<file path="config.mk">
export PLATFORM = sky130hd
export DESIGN_NAME = ccd_line_axis
export DESIGN_NICKNAME = d
export VERILOG_FILES = /design/src/rtl/ccd_line_axis.sv
export SDC_FILE = /design/constraint.sdc
export NUM_CORES = 1
export LEC_CHECK = 0
export CORE_AREA = 2 2 121 146
export DETAILED_ROUTE_END_ITERATION = 6
export DIE_AREA = 0 0 123 148
export GPL_TIMING_DRIVEN = 1
export PLACE_DENSITY_LB_ADDON = 0.08
export SKIP_LAST_GASP = 1
export SLEW_MARGIN = 20
export SYNTH_ARGS = -nofsm -noshare
export SYNTH_HDL_FRONTEND = slang
export SYNTH_SLANG_ARGS = --single-unit
</file>
<file path="constraint.sdc">
create_clock -name sys_clk -period 5.85 [get_ports sys_clk]
set_clock_uncertainty 0.05 [all_clocks]
set_input_delay 1.17 -clock sys_clk [delete_from_list [all_inputs] [get_ports sys_clk]]
set_output_delay 1.17 -clock sys_clk [all_outputs]
set_load 0.05 [all_outputs]
</file>
<file path="src/rtl/ccd_line_axis.sv">
`default_nettype none
// ============================================================================
// Module   : ccd_line_axis
// Purpose  : Frames CCD pixel strobes into fixed-length lines and sends them
//            out on an AXI4-Stream master through a first-word-fall-through
//            FIFO. Short lines are zero-padded, and the line's last beat is
//            always delivered. Sticky ovf and line_err flags report faults.
// Options  : Defining CCD_LINE_DARK_SUB_EN adds saturating dark-level
//            subtraction and one input register stage.
// Revision : 1.0 - initial release
// ============================================================================

module ccd_line_axis #(
    parameter int D_WIDTH         = 8,
    parameter int SAMP_NUM        = 2048,
    parameter int LINES_PER_FRAME = 1024,
    parameter int FIFO_DEPTH      = 16
) (
    input  logic               sys_clk,
    input  logic               resetn,
    input  logic               sh,
    input  logic [D_WIDTH-1:0] s_tdata,
    input  logic               s_tvalid,
    input  logic [D_WIDTH-1:0] dark_level,
    input  logic               clr_err,
    output logic [D_WIDTH-1:0] m_axis_tdata,
    output logic               m_axis_tvalid,
    input  logic               m_axis_tready,
    output logic               m_axis_tlast,
    output logic               m_axis_tuser,
    output logic               ovf,
    output logic               line_err
);

    localparam int PC_W = $clog2(SAMP_NUM + 1);
    localparam int LC_W = (LINES_PER_FRAME > 1) ? $clog2(LINES_PER_FRAME) : 1;
    localparam int AW   = (FIFO_DEPTH > 1) ? $clog2(FIFO_DEPTH) : 1;
    localparam int EW   = D_WIDTH + 2;

    localparam logic [PC_W-1:0] c_last_pix  = PC_W'(SAMP_NUM - 1);
    localparam logic [LC_W-1:0] c_last_line = LC_W'(LINES_PER_FRAME - 1);
    localparam logic [AW:0]     c_full_cnt  = (AW + 1)'(FIFO_DEPTH);

    typedef enum logic [2:0] {
        IDLE      = 3'd0,
        ARMED     = 3'd1,
        ACTIVE    = 3'd2,
        PAD       = 3'd3,
        LAST_WAIT = 3'd4
    } state_t;

    // ------------------------------------------------------------------
    // Input stage: pixel and sh travel together so line framing is the
    // same with or without the extra subtraction register.
    // ------------------------------------------------------------------
    logic               w_sh;
    logic               w_pix_vld;
    logic [D_WIDTH-1:0] w_pix_data;

`ifdef CCD_LINE_DARK_SUB_EN
    logic               r_stg_sh;
    logic               r_stg_vld;
    logic [D_WIDTH-1:0] r_stg_data;

    always_ff @(posedge sys_clk or negedge resetn) begin
        if (!resetn) begin
            r_stg_sh   <= 1'b0;
            r_stg_vld  <= 1'b0;
            r_stg_data <= '0;
        end else begin
            r_stg_sh   <= sh;
            r_stg_vld  <= s_tvalid;
            r_stg_data <= (s_tdata > dark_level) ? (s_tdata - dark_level) : '0;
        end
    end

    assign w_sh       = r_stg_sh;
    assign w_pix_vld  = r_stg_vld;
    assign w_pix_data = r_stg_data;
`else
    logic w_unused_dark;

    assign w_unused_dark = ^dark_level;
    assign w_sh          = sh;
    assign w_pix_vld     = s_tvalid;
    assign w_pix_data    = s_tdata;
`endif

    // ------------------------------------------------------------------
    // Output FIFO storage and occupancy
    // ------------------------------------------------------------------
    logic [EW-1:0] r_mem [FIFO_DEPTH];
    logic [AW-1:0] r_wr_ptr;
    logic [AW-1:0] r_rd_ptr;
    logic [AW:0]   r_count;
    logic          w_full;
    logic          w_empty;
    logic          w_pop;
    logic          w_space;
    logic [EW-1:0] w_head;

    assign w_full  = (r_count == c_full_cnt);
    assign w_empty = (r_count == '0);
    assign w_pop   = !w_empty && m_axis_tready;
    // A pop in the same cycle frees the slot a full FIFO would refuse.
    assign w_space = !w_full || w_pop;
    assign w_head  = r_mem[r_rd_ptr];

    // ------------------------------------------------------------------
    // Control state
    // ------------------------------------------------------------------
    state_t          r_state;
    state_t          w_state_nxt;
    logic            r_sh_q;
    logic [PC_W-1:0] r_pix_cnt;
    logic [PC_W-1:0] w_pix_cnt_nxt;
    logic [LC_W-1:0] r_line_cnt;
    logic [LC_W-1:0] w_line_cnt_nxt;
    logic [LC_W-1:0] w_line_inc;
    logic [EW-1:0]   r_pend;
    logic [EW-1:0]   w_pend_nxt;
    logic            r_ovf;
    logic            r_line_err;

    logic            w_sh_rise;
    logic            w_is_last;
    logic            w_first_of_frame;
    logic [EW-1:0]   w_pix_entry;
    logic            w_push;
    logic [EW-1:0]   w_push_entry;
    logic            w_ovf_set;
    logic            w_err_set;

    assign w_sh_rise        = w_sh && !r_sh_q;
    assign w_is_last        = (r_pix_cnt == c_last_pix);
    assign w_first_of_frame = (r_pix_cnt == '0) && (r_line_cnt == '0);
    assign w_pix_entry      = {w_first_of_frame, w_is_last, w_pix_data};
    assign w_line_inc       = (r_line_cnt == c_last_line) ? '0 : (r_line_cnt + 1'b1);

    always_comb begin
        w_state_nxt    = r_state;
        w_pix_cnt_nxt  = r_pix_cnt;
        w_line_cnt_nxt = r_line_cnt;
        w_pend_nxt     = r_pend;
        w_push         = 1'b0;
        w_push_entry   = '0;
        w_ovf_set      = 1'b0;
        w_err_set      = 1'b0;

        case (r_state)
            IDLE: begin
                if (w_sh_rise) begin
                    w_state_nxt = ARMED;
                end
            end

            ARMED, ACTIVE: begin
                if ((r_state == ACTIVE) && w_sh_rise) begin
                    w_err_set   = 1'b1;
                    w_state_nxt = PAD;
                end else if (w_pix_vld) begin
                    w_state_nxt = ACTIVE;
                    if (w_space) begin
                        w_push       = 1'b1;
                        w_push_entry = w_pix_entry;
                    end else if (!w_is_last) begin
                        w_ovf_set = 1'b1;
                    end
                    if (w_is_last) begin
                        w_pix_cnt_nxt = '0;
                        if (w_space) begin
                            w_state_nxt    = IDLE;
                            w_line_cnt_nxt = w_line_inc;
                        end else begin
                            // Park the tlast beat rather than lose it.
                            w_pend_nxt  = w_pix_entry;
                            w_state_nxt = LAST_WAIT;
                        end
                    end else begin
                        w_pix_cnt_nxt = r_pix_cnt + 1'b1;
                    end
                end
            end

            PAD: begin
                if (w_space) begin
                    w_push       = 1'b1;
                    w_push_entry = {1'b0, w_is_last, {D_WIDTH{1'b0}}};
                    if (w_is_last) begin
                        // The sh that cut the line short already opened the next one.
                        w_pix_cnt_nxt  = '0;
                        w_line_cnt_nxt = w_line_inc;
                        w_state_nxt    = ARMED;
                    end else begin
                        w_pix_cnt_nxt = r_pix_cnt + 1'b1;
                    end
                end
            end

            LAST_WAIT: begin
                if (w_sh_rise) begin
                    w_err_set = 1'b1;
                end
                if (w_space) begin
                    w_push         = 1'b1;
                    w_push_entry   = r_pend;
                    w_line_cnt_nxt = w_line_inc;
                    w_state_nxt    = IDLE;
                end
            end

            default: begin
                w_state_nxt = IDLE;
            end
        endcase
    end

    always_ff @(posedge sys_clk or negedge resetn) begin
        if (!resetn) begin
            r_state    <= IDLE;
            r_sh_q     <= 1'b0;
            r_pix_cnt  <= '0;
            r_line_cnt <= '0;
            r_pend     <= '0;
            r_ovf      <= 1'b0;
            r_line_err <= 1'b0;
        end else begin
            r_state    <= w_state_nxt;
            r_sh_q     <= w_sh;
            r_pix_cnt  <= w_pix_cnt_nxt;
            r_line_cnt <= w_line_cnt_nxt;
            r_pend     <= w_pend_nxt;
            r_ovf      <= w_ovf_set | (r_ovf & ~clr_err);
            r_line_err <= w_err_set | (r_line_err & ~clr_err);
        end
    end

    // ------------------------------------------------------------------
    // FIFO pointer and count update
    // ------------------------------------------------------------------
    always_ff @(posedge sys_clk or negedge resetn) begin
        if (!resetn) begin
            r_wr_ptr <= '0;
            r_rd_ptr <= '0;
            r_count  <= '0;
        end else begin
            if (w_push) begin
                r_wr_ptr <= r_wr_ptr + 1'b1;
            end
            if (w_pop) begin
                r_rd_ptr <= r_rd_ptr + 1'b1;
            end
            case ({w_push, w_pop})
                2'b10:   r_count <= r_count + 1'b1;
                2'b01:   r_count <= r_count - 1'b1;
                default: r_count <= r_count;
            endcase
        end
    end

    always_ff @(posedge sys_clk) begin
        if (w_push) begin
            r_mem[r_wr_ptr] <= w_push_entry;
        end
    end

    // Storage is not reset, so the head is masked while the FIFO is empty.
    assign m_axis_tvalid = !w_empty;
    assign m_axis_tdata  = w_empty ? '0 : w_head[D_WIDTH-1:0];
    assign m_axis_tlast  = !w_empty && w_head[D_WIDTH];
    assign m_axis_tuser  = !w_empty && w_head[D_WIDTH+1];
    assign ovf           = r_ovf;
    assign line_err      = r_line_err;

endmodule

`default_nettype wire

</file>
==> reports/metrics.cfg, run 1 <==
[pwr]
seq_power_share_pct=39.0
p_int_mw=3.70
total_power_mw=5.52
ir_worst_vdd_uv=270
p_comb_share_pct=33.7
p_leak_nw=3.68
switching_share_pct=33.0
power.density_mw_per_mm2=532
p_clk_share_pct=27.4
p_switching_mw=1.82

[global_routing]
grt_max_degree=52
grt_pass1_wl_microns=28900
grt_overflow_total=0
track_usage_pct=21.3
grt_pass1_vias=5134
antenna_found_initial=0

[cells_and_area]
drive_above_1_share_pct=22.1
syn_to_final_growth_pct=14.8
nets=622
n_antenna_cell=0

[worst_setup_path]
end_kind=output pin
cp_data_required_time_ps=4630
startpoint_type=flip-flop
path_max_fanout=14
critical_path.startpoint=r_rd_ptr[0]$_DFFE_PN0P_
critPathKind=reg -> out
critPathArrivalTime_ps=3450
reg2reg_from=r_count[2]$_DFFE_PN0P_

[floorplanning]
rows=52
fp.dieH_microns=148
fp.dieW_microns=123
die-area_sq_mm=0.0182
core_sq_mm=0.0168
start_util_pct=53.9
io_pins=35

[route]
via_count=4897
ant_nets=0
drtIter0Drc=464
vias_per_cell=5.99
wl_microns=18200
wl_per_cell_microns=22.2
drtPass1Iterations=4
drc_errors=0

[outcome]
status=finished, final reports clean

[clock_network]
clock_sinks=211
numCtsBuffers=21
clkTransAtPathRegs_ps=60
cts_tree=yes
clock_latency_ps=490
cts_root_buf=clkbuf_16
cts_resized=0
clockBufferDepth=3
hold_buffers=0
postCtsSetupRepairBufs=0
htree_levels=1

[job]
drv_cap=0

[synth]
syn_inst=551
netlist.area_leader.share_pct=53.1
synth.distinct_cells=53
avgSynthCellArea_sq_um=16.4
synth_flop_cell=edfxtp_1
ys_async_sr_fraction_pct=24.2
yosysTopAreaCell=edfxtp_1
synth_warnings=0
synth_area_leaders=edfxtp_1 53%, dfrtp_1 14%, mux4_2 12%
synth-seq-cells=211
synth_enable_flop_cells=160
synth_area_sq_mm=0.00905
seq_area_frac_synth_pct=67.2
synth_fp_nets=585

[timing]
rsz0062_at_grt=no
period_share_pct=79.8
worst_slew_pin_slew_ps=1190
tns_ps=0
period_needed_ps=4670
whs_ps=431
hold_viol=0
relSlewSlack_pct=20.6
clock.fmax_mhz=214
maxSlewViolCount=0
setup_viol=0

[placement]
place.gp.congestion=0.843
dp_hpwl_microns=11700
io_buffers=26

[hold_path]
min_path_type=reg -> reg
hp-start=r_pend[8]$_DFFE_PN0P_

==> critical path: stages (launching register included) <==
cell and delay [ps]:
dfrtp_2 600, buf_4 370, mux4_2 560, mux4_2 520
nor2b_1 160, clkdlybuf4s50_1 740
==> synthesized netlist by cell type (2+ instances only) <==
cell type	number
nor2b_1	15
buf_2	9
xor2_1	13
a32oi_1	2
nor4_1	7
xnor2_1	9
inv_1	18
buf_1	4
nand2b_1	5
a211o_1	3
a21o_1	3
nor4b_1	3
and2_1	2
nor3_1	9
a211oi_1	2
nand3b_1	2
buf_6	2
o31ai_1	5
a22oi_1	9
mux4_2	50
dfrtp_1	51
edfxtp_1	160
ha_1	12
nor2_1	37
nand3_1	9
nand3_2	2
nand4_1	6
o41ai_2	2
and3_1	3
mux2_2	10
o21ai_0	21
nand2_1	24
clkbuf_1	15
a21oi_1	8
==> kinds of logic (layout without fill, tap and decap cells) <==
| family | Yosys count | in the layout | synth area share, % |
|---|---|---|---|
| adders and majority gates | 12 | 12 | 1.66 |
| muxes | 61 | 61 | 13.8 |
| xor gates and xnor gates | 22 | 22 | 2.13 |
| and+or+nand+nor | 133 | 133 | 7.98 |
| DFF | 211 | 211 | 67.2 |
| AOI/OAI and AO/OA | 64 | 64 | 4.94 |
| buffers and inverters | 48 | 99 | 2.28 |
==> layout by cell type, fill, tap and decap left out, types with 3 or more instances in the layout <==
master	count
mux4_2	50
nand3_1	9
o31ai_1	5
nand4_1	6
nor2_2	5
clkbuf_16	21
clkdlybuf4s50_1	25
a21o_1	3
o21ai_0	21
xnor2_1	9
nor2_1	32
nand2b_1	5
edfxtp_1	160
clkinv_2	3
nor4b_1	3
dfrtp_1	50
and3_1	3
nor2b_1	15
a211o_1	3
xor2_1	13
mux2_2	10
a21oi_1	7
nand2_1	24
a22oi_1	9
nor3_1	9
buf_4	17
nor4_1	7
inv_1	18
bufinv_16	6
clkbuf_8	3
ha_1	12
==> cell type report <==
cell class	instances	area (sq um)
Fill cell	1238	6400
Sequential cell	211	6080
Multi-Input combinational cell	292	2780
Clock buffer	24	567
Timing Repair Buffer	44	403
Tap cell	216	270
Clock inverter	13	224
Inverter	18	67.6
==> worst paths after layout <==
| kind | end | slack, ps | cells after the start |
|---|---|---|---|
| max reg2reg | r_count[4]$_DFFE_PN0P_ | 2010 | 11 |
| max in group asynchronous | r_rd_ptr[0]$_DFFE_PN0P_ | 4520 | 2 |
| min | r_pend[8]$_DFFE_PN0P_ | 430 | 1 |
| min in group asynchronous | ovf$_DFF_PN0_ | 740 | 2 |
| max | m_axis_tuser | 1180 | 5 |
| min reg2reg | r_pend[8]$_DFFE_PN0P_ | 430 | 1 |
==> layer usage <==
layer / up-vias / part of all wire (%) / wire [microns] / global-route usage [%]
met2: 103 / 53 / 9640 / 36.4
met4: 0 / 1.6 / 291 / 5.11
li1: 2216 / - / - / -
met3: 24 / 4.1 / 745 / 2.43
met1: 2554 / 41 / 7500 / 29.6
met5: - / 0 / 0 / 0
==> metrics by stage <==
step | instances | setup slack [ps] | instance area (sq um) | utilization, %
2_1_floorplan | 551 | 2340 | 9050 | -
3_3_place_gp | 781 | 1660 | 9580 | 57.1
3_5_place_dp | 781 | 1570 | 9590 | 57.1
4_1_cts | 818 | 1130 | 10400 | 61.8
5_1_grt | 818 | 1060 | 10400 | 61.9
6_report | 818 | 1180 | 10400 | 61.9
==> registers in the layout (all words and copies together) (netlist names) <==
register,flops
r_count,5
r_mem,160
r_pend,10
r_pix_cnt,12
r_wr_ptr,4
ovf,1
r_state,3
line_err,1
r_line_cnt,10
r_sh_q,1
r_rd_ptr,4
==> power by group through the flow <==
stage | sequential (mW) | combinational [mW] | clock [mW]
floorplan | 2.04 | 1.47 | 0
global placement | 2.16 | 1.85 | 0
detailed placement | 2.18 | 1.88 | 0
CTS | 2.15 | 1.89 | 1.54
global route | 2.19 | 2.02 | 1.59
finish | 2.15 | 1.86 | 1.51
Power figures use the tool's default switching activity.
==> run 2, diff against run 1 <==
==> constraint.sdc (replaced) <==
create_clock -name sys_clk -period 4.6 [get_ports sys_clk]
set_clock_uncertainty 0.05 [all_clocks]
set_input_delay 0.92 -clock sys_clk [delete_from_list [all_inputs] [get_ports sys_clk]]
set_output_delay 0.92 -clock sys_clk [all_outputs]
set_load 0.05 [all_outputs]
==> run 2 against run 1 <==
- worst hold slack lost 130 ps
- sequential share of layout area increased by 0.34 points
- sequential power up 27%
- critical endpoint unchanged
==> reports/metrics.cfg, run 2 (synthesis results as in run 1) <==
[floorplanning]
die-area_sq_mm=0.0182  ; unchanged
start_util_pct=53.9  ; unchanged
fp.dieH_microns=148  ; unchanged
fp.dieW_microns=123  ; unchanged
io_pins=35  ; unchanged
core_sq_mm=0.0168  ; unchanged
rows=52  ; unchanged

[worst_setup_path]
critPathArrivalTime_ps=3300  ; -150 ps
cp_data_required_time_ps=3630  ; -1000 ps
critPathKind=reg -> out
r2r_cells=13  ; +2
crit_top_cell=mux4_2
critical_path_depth=5  ; unchanged
startpoint_type=flip-flop
path_buf_inv=2  ; unchanged
path_max_fanout=27  ; +13
end_kind=output pin
cpPeakStageDelay_ps=700  ; -40 ps
path_delay_family=multiplexers
crit_chain=buf_12 -> mux4_2 -> mux4_2 -> nor2b_1 -> clkdlybuf4s50_1
crit_slowest_cell=clkdlybuf4s50_1

[global_routing]
grt_pass1_vias=5236  ; +2.0%
antenna_found_initial=0  ; unchanged
track_usage_pct=21.6  ; +0.26 points
grt_overflow_total=0  ; unchanged
grt_pass1_wl_microns=29100  ; +0.57%
grt_max_degree=44  ; -15%

[timing]
tns_ps=0  ; unchanged
setup_viol=0  ; unchanged
relSlewSlack_pct=29.4  ; +8.8 points
period_share_pct=92.8
maxSlewViolCount=0  ; unchanged
hold_viol=0  ; unchanged
period_needed_ps=4270
rsz0062_at_grt=no
worst_slew_pin_slew_ps=1060  ; -131 ps
clock.fmax_mhz=234

[placement]
io_buffers=26  ; unchanged
place.gp.congestion=0.826  ; -2.0%
dp_hpwl_microns=11700  ; about the same
placed_area_sq_mm=0.00965  ; +0.63%

[clock_network]
hold_buffers=0  ; unchanged
htree_levels=1  ; unchanged
clock_sinks=211  ; unchanged
cts_tree=yes
clock_latency_ps=500  ; about the same
postCtsSetupRepairBufs=0  ; unchanged
cts_resized=0  ; unchanged
cts_root_buf=clkbuf_16
numCtsBuffers=22  ; +4.8%
clockBufferDepth=3  ; unchanged
clkTransAtPathRegs_ps=60  ; about the same

[route]
ant_nets=0  ; unchanged
drtPass1Iterations=4  ; unchanged
drtIter0Drc=361  ; -22%
via_count=4942  ; +0.92%
drc_errors=0  ; unchanged
wl_microns=18500  ; +1.8%
vias_per_cell=5.95  ; -0.54%
wl_per_cell_microns=22.3  ; +0.31%

[pwr]
p_leak_nw=3.65  ; -0.66%
total_power_mw=6.80  ; +23%
power.density_mw_per_mm2=659  ; +24%
ir_worst_vdd_uv=324  ; +20%

[outcome]
status=finished, final reports clean

[cells_and_area]
syn_to_final_growth_pct=14.2
final_area_sq_mm=0.0103  ; -0.58%
regArea_sq_mm=0.00608  ; unchanged
mostFrequentLayoutCell=edfxtp_1
multi_input_area_sq_mm=0.00277  ; -0.36%
drive_above_1_share_pct=20.8  ; -1.2 points
max_flop_register=r_mem
nets=632  ; +1.6%
n_antenna_cell=0  ; unchanged
largestRegisters=r_mem x160, r_pix_cnt x12
largest_register_ffs=160  ; unchanged
nFillCells=1248  ; +0.81%
mostFrequentLayoutCells=160 x edfxtp_1, 50 x mux4_2, 50 x dfrtp_1

[hold_path]
min_path_type=in -> async

[job]
drv_cap=0  ; unchanged

run 2: worst reg2reg max path: stages, from the launching register on:
cell	delay, ps
dfrtp_1	470
or4_4	560
nor3b_2	460
nor3_2	100
buf_4	190
inv_1	90
ha_1	320
xor2_1	180
ha_1	200
a21o_1	130
nand2_1	50
a21o_1	160
a21oi_1	160
xor2_1	170
run 2: worst paths after layout:
check,from,end,slack [ps]
max,r_rd_ptr[0]$_DFFE_PN0P_,m_axis_tuser,330
min,resetn,r_pix_cnt[3]$_DFFE_PN0P_,300
max reg2reg,r_count[2]$_DFFE_PN0P_,r_count[4]$_DFFE_PN0P_,1240
min reg2reg,r_pend[8]$_DFFE_PN0P_,r_pend[8]$_DFFE_PN0P_,440
max in group asynchronous,resetn,r_rd_ptr[0]$_DFFE_PN0P_,3370
min in group sys_clk,r_pend[8]$_DFFE_PN0P_,r_pend[8]$_DFFE_PN0P_,440
run 2: power by group:
| group | internal (mW) | switching [mW] | total, mW |
|---|---|---|---|
| Combinational | 1.07 | 1.35 | 2.42 |
| Clock | 0.982 | 0.679 | 1.66 |
| Sequential | 2.44 | 0.287 | 2.73 |
| Total | 4.49 | 2.31 | 6.80 |
run 2: per-layer routing:
layer	up-vias	share of wire, %	global-route usage [%]
met2	91	54	38.1
li1	2242	-	-
met1	2584	39	27.4
met3	25	4.7	3.40
met5	-	0	0
met4	0	2.2	6.36
run 2: area by class of cell:
class | count | area share (%)
sequential | 211 | 58.9
clock buffer | 36 | 6.04
timing repair buffer | 53 | 4.55
inverter | 18 | 0.654
tap | 216 | 2.62
clock inverter | 4 | 0.472
multi-input combinational | 292 | 26.8
run 2: metrics by stage:
stage	hold WS [ps]	cells	worst slack, ps	util, %
3_5_place_dp	422	790	795	57.5
2_1_floorplan	385	551	1340	-
6_report	297	830	333	61.5
4_1_cts	303	830	278	61.5
5_1_grt	326	830	204	61.5
3_3_place_gp	415	790	805	57.5
==> run 3, diff against run 2 <==
--- a/config.mk
+++ b/config.mk
@@ -5,9 +5,11 @@
 export SDC_FILE = /design/constraint.sdc
 export NUM_CORES = 1
 export LEC_CHECK = 0
+export CAP_MARGIN = 30
 export CORE_AREA = 2 2 121 146
 export DETAILED_ROUTE_END_ITERATION = 6
 export DIE_AREA = 0 0 123 148
+export DONT_BUFFER_PORTS = 1
 export GPL_TIMING_DRIVEN = 1
 export PLACE_DENSITY_LB_ADDON = 0.08
 export SKIP_LAST_GASP = 1
==> run 3 against run 2 <==
- utilization decreased by 1.5 points
- global-route usage shrank 0.42 points
- total power decreased by 3.6%
- largest cell class unchanged
==> reports/metrics.cfg, run 3 (synthesis results as in run 1) <==
[timing]
worst_slew_pin_slew_ps=973  ; -82.5 ps
period_share_pct=81.6  ; -11 points
rsz0062_at_grt=no
tns_ps=0  ; unchanged
hold_viol=0  ; unchanged
period_needed_ps=3750  ; -512 ps
setup_viol=0  ; unchanged
relSlewSlack_pct=35.0  ; +5.6 points
layout_setup_ws_ps=845  ; +512 ps
maxSlewViolCount=0  ; unchanged
clock.fmax_mhz=266  ; +14%

[cells_and_area]
stdcell_count=805  ; -3.0%
nFillCells=1264  ; +1.3%
fin_util_pct=60.1  ; -1.5 points
mostFrequentLayoutCell=edfxtp_1
drive_above_1_share_pct=23.1  ; +2.2 points
largestRegisters=r_mem x160, r_pix_cnt x12
syn_to_final_growth_pct=11.4
largest_register_ffs=160  ; unchanged
mostFrequentLayoutCells=160 x edfxtp_1, 50 x mux4_2, 49 x dfrtp_1
n_antenna_cell=0  ; unchanged
nets=609  ; -3.6%
max_flop_register=r_mem

[clock_network]
cts_root_buf=clkbuf_16
hold_buffers=0  ; unchanged
cts_resized=0  ; unchanged
numCtsBuffers=21  ; -4.5%
clock_sinks=211  ; unchanged
clock_latency_ps=490  ; about the same
cts_tree=yes
postCtsSetupRepairBufs=0  ; unchanged
clockBufferDepth=3  ; unchanged
htree_levels=1  ; unchanged
clkTransAtPathRegs_ps=60  ; about the same

[worst_setup_path]
rrSetupSlack_ps=1240  ; about the same
path_max_fanout=36  ; +33%
startpoint_type=flip-flop
critPathKind=reg -> out
reg2reg_from=r_count[2]$_DFFE_PN0P_
r2r_cells=12  ; -1
critPathArrivalTime_ps=2780  ; -520 ps
endpoint=m_axis_tlast
cp_data_required_time_ps=3630  ; about the same
end_kind=output pin
critical_path.startpoint=r_rd_ptr[0]$_DFFE_PN0P_
rr_endpoint=r_count[4]$_DFFE_PN0P_

[route]
drc_errors=0  ; unchanged
wl_per_cell_microns=22.6  ; +1.5%
drtIter0Drc=356  ; -1.4%
vias_per_cell=5.97  ; +0.33%
ant_nets=0  ; unchanged
via_count=4809  ; -2.7%
wl_microns=18200  ; -1.5%
drtPass1Iterations=4  ; unchanged

[floorplanning]
start_util_pct=53.9  ; unchanged
io_pins=35  ; unchanged
core_sq_mm=0.0168  ; unchanged
die-area_sq_mm=0.0182  ; unchanged
rows=52  ; unchanged
fp.dieW_microns=123  ; unchanged
fp.dieH_microns=148  ; unchanged

[placement]
place.gp.congestion=0.797  ; -3.6%
placed_cells=759  ; -3.9%
io_buffers=0  ; -100%
place_ws_ps=1120  ; +324 ps
dp_hpwl_microns=11500  ; -1.7%

[pwr]
total_power_mw=6.56  ; -3.6%
power.density_mw_per_mm2=650  ; -1.2%
ir_worst_vdd_uv=360  ; +11%
p_leak_nw=3.57  ; -2.3%

[global_routing]
grt_pass1_vias=4935  ; -5.7%
track_usage_pct=21.1  ; -0.42 points
grt_pass1_wl_microns=28300  ; -2.8%
grt_overflow_total=0  ; unchanged
antenna_found_initial=0  ; unchanged
grt_max_degree=52  ; +18%

[outcome]
status=finished, final reports clean

[hold_path]
min_path_type=in -> async

[job]
drv_cap=0  ; unchanged

==> run 3: per-layer routing <==
layer | GRT usage, % | share of wire [%] | vias to the layer above
li1 | - | - | 2186
met1 | 27.8 | 41 | 2487
met2 | 37.0 | 53 | 105
met3 | 2.58 | 4.6 | 31
met4 | 6.25 | 2.4 | 0
met5 | 0 | 0 | -
==> run 3: worst min path at each step <==
| stage | endpoint | start |
|---|---|---|
| after floorplan | r_pend[8]$_DFFE_PN0P_ | r_pend[8]$_DFFE_PN0P_ |
| after global placement | r_pend[8]$_DFFE_PN0P_ | r_pend[8]$_DFFE_PN0P_ |
| after detailed placement | r_pend[8]$_DFFE_PN0P_ | r_pend[8]$_DFFE_PN0P_ |
| after CTS | r_pix_cnt[1]$_DFFE_PN0P_ | resetn |
| after global routing | r_pix_cnt[3]$_DFFE_PN0P_ | resetn |
| final | r_pix_cnt[3]$_DFFE_PN0P_ | resetn |
==> run 3: area by class of cell <==
cell class	instances	area (sq um)	share of cell area (%)
tap	216	270	2.68
clock inverter	3	12.5	0.124
sequential	211	6080	60.3
multi-input combinational	292	2780	27.6
timing repair buffer	31	255	2.53
clock buffer	34	614	6.09
inverter	18	67.6	0.670
==> run 3: worst max-delay path: stages (launching register included) <==
cell and delay, ps:
dfrtp_2 510, buf_12 320, mux4_2 560, mux4_2 530, nor2b_1 330
==> run 3: through the flow <==
step / cell area, sq um / hold slack, ps
finish: 10100 / 73.7
global route: 10100 / 48.3
CTS: 10000 / 55.3
detailed placement: 9390 / 413
global placement: 9390 / 402
floorplan: 9050 / 385
==> run 3: report_power, final <==
group | internal, mW | total (mW) | switching, mW
Combinational | 0.943 | 2.24 | 1.29
Clock | 0.907 | 1.56 | 0.650
Sequential | 2.44 | 2.76 | 0.322
Total | 4.29 | 6.56 | 2.27
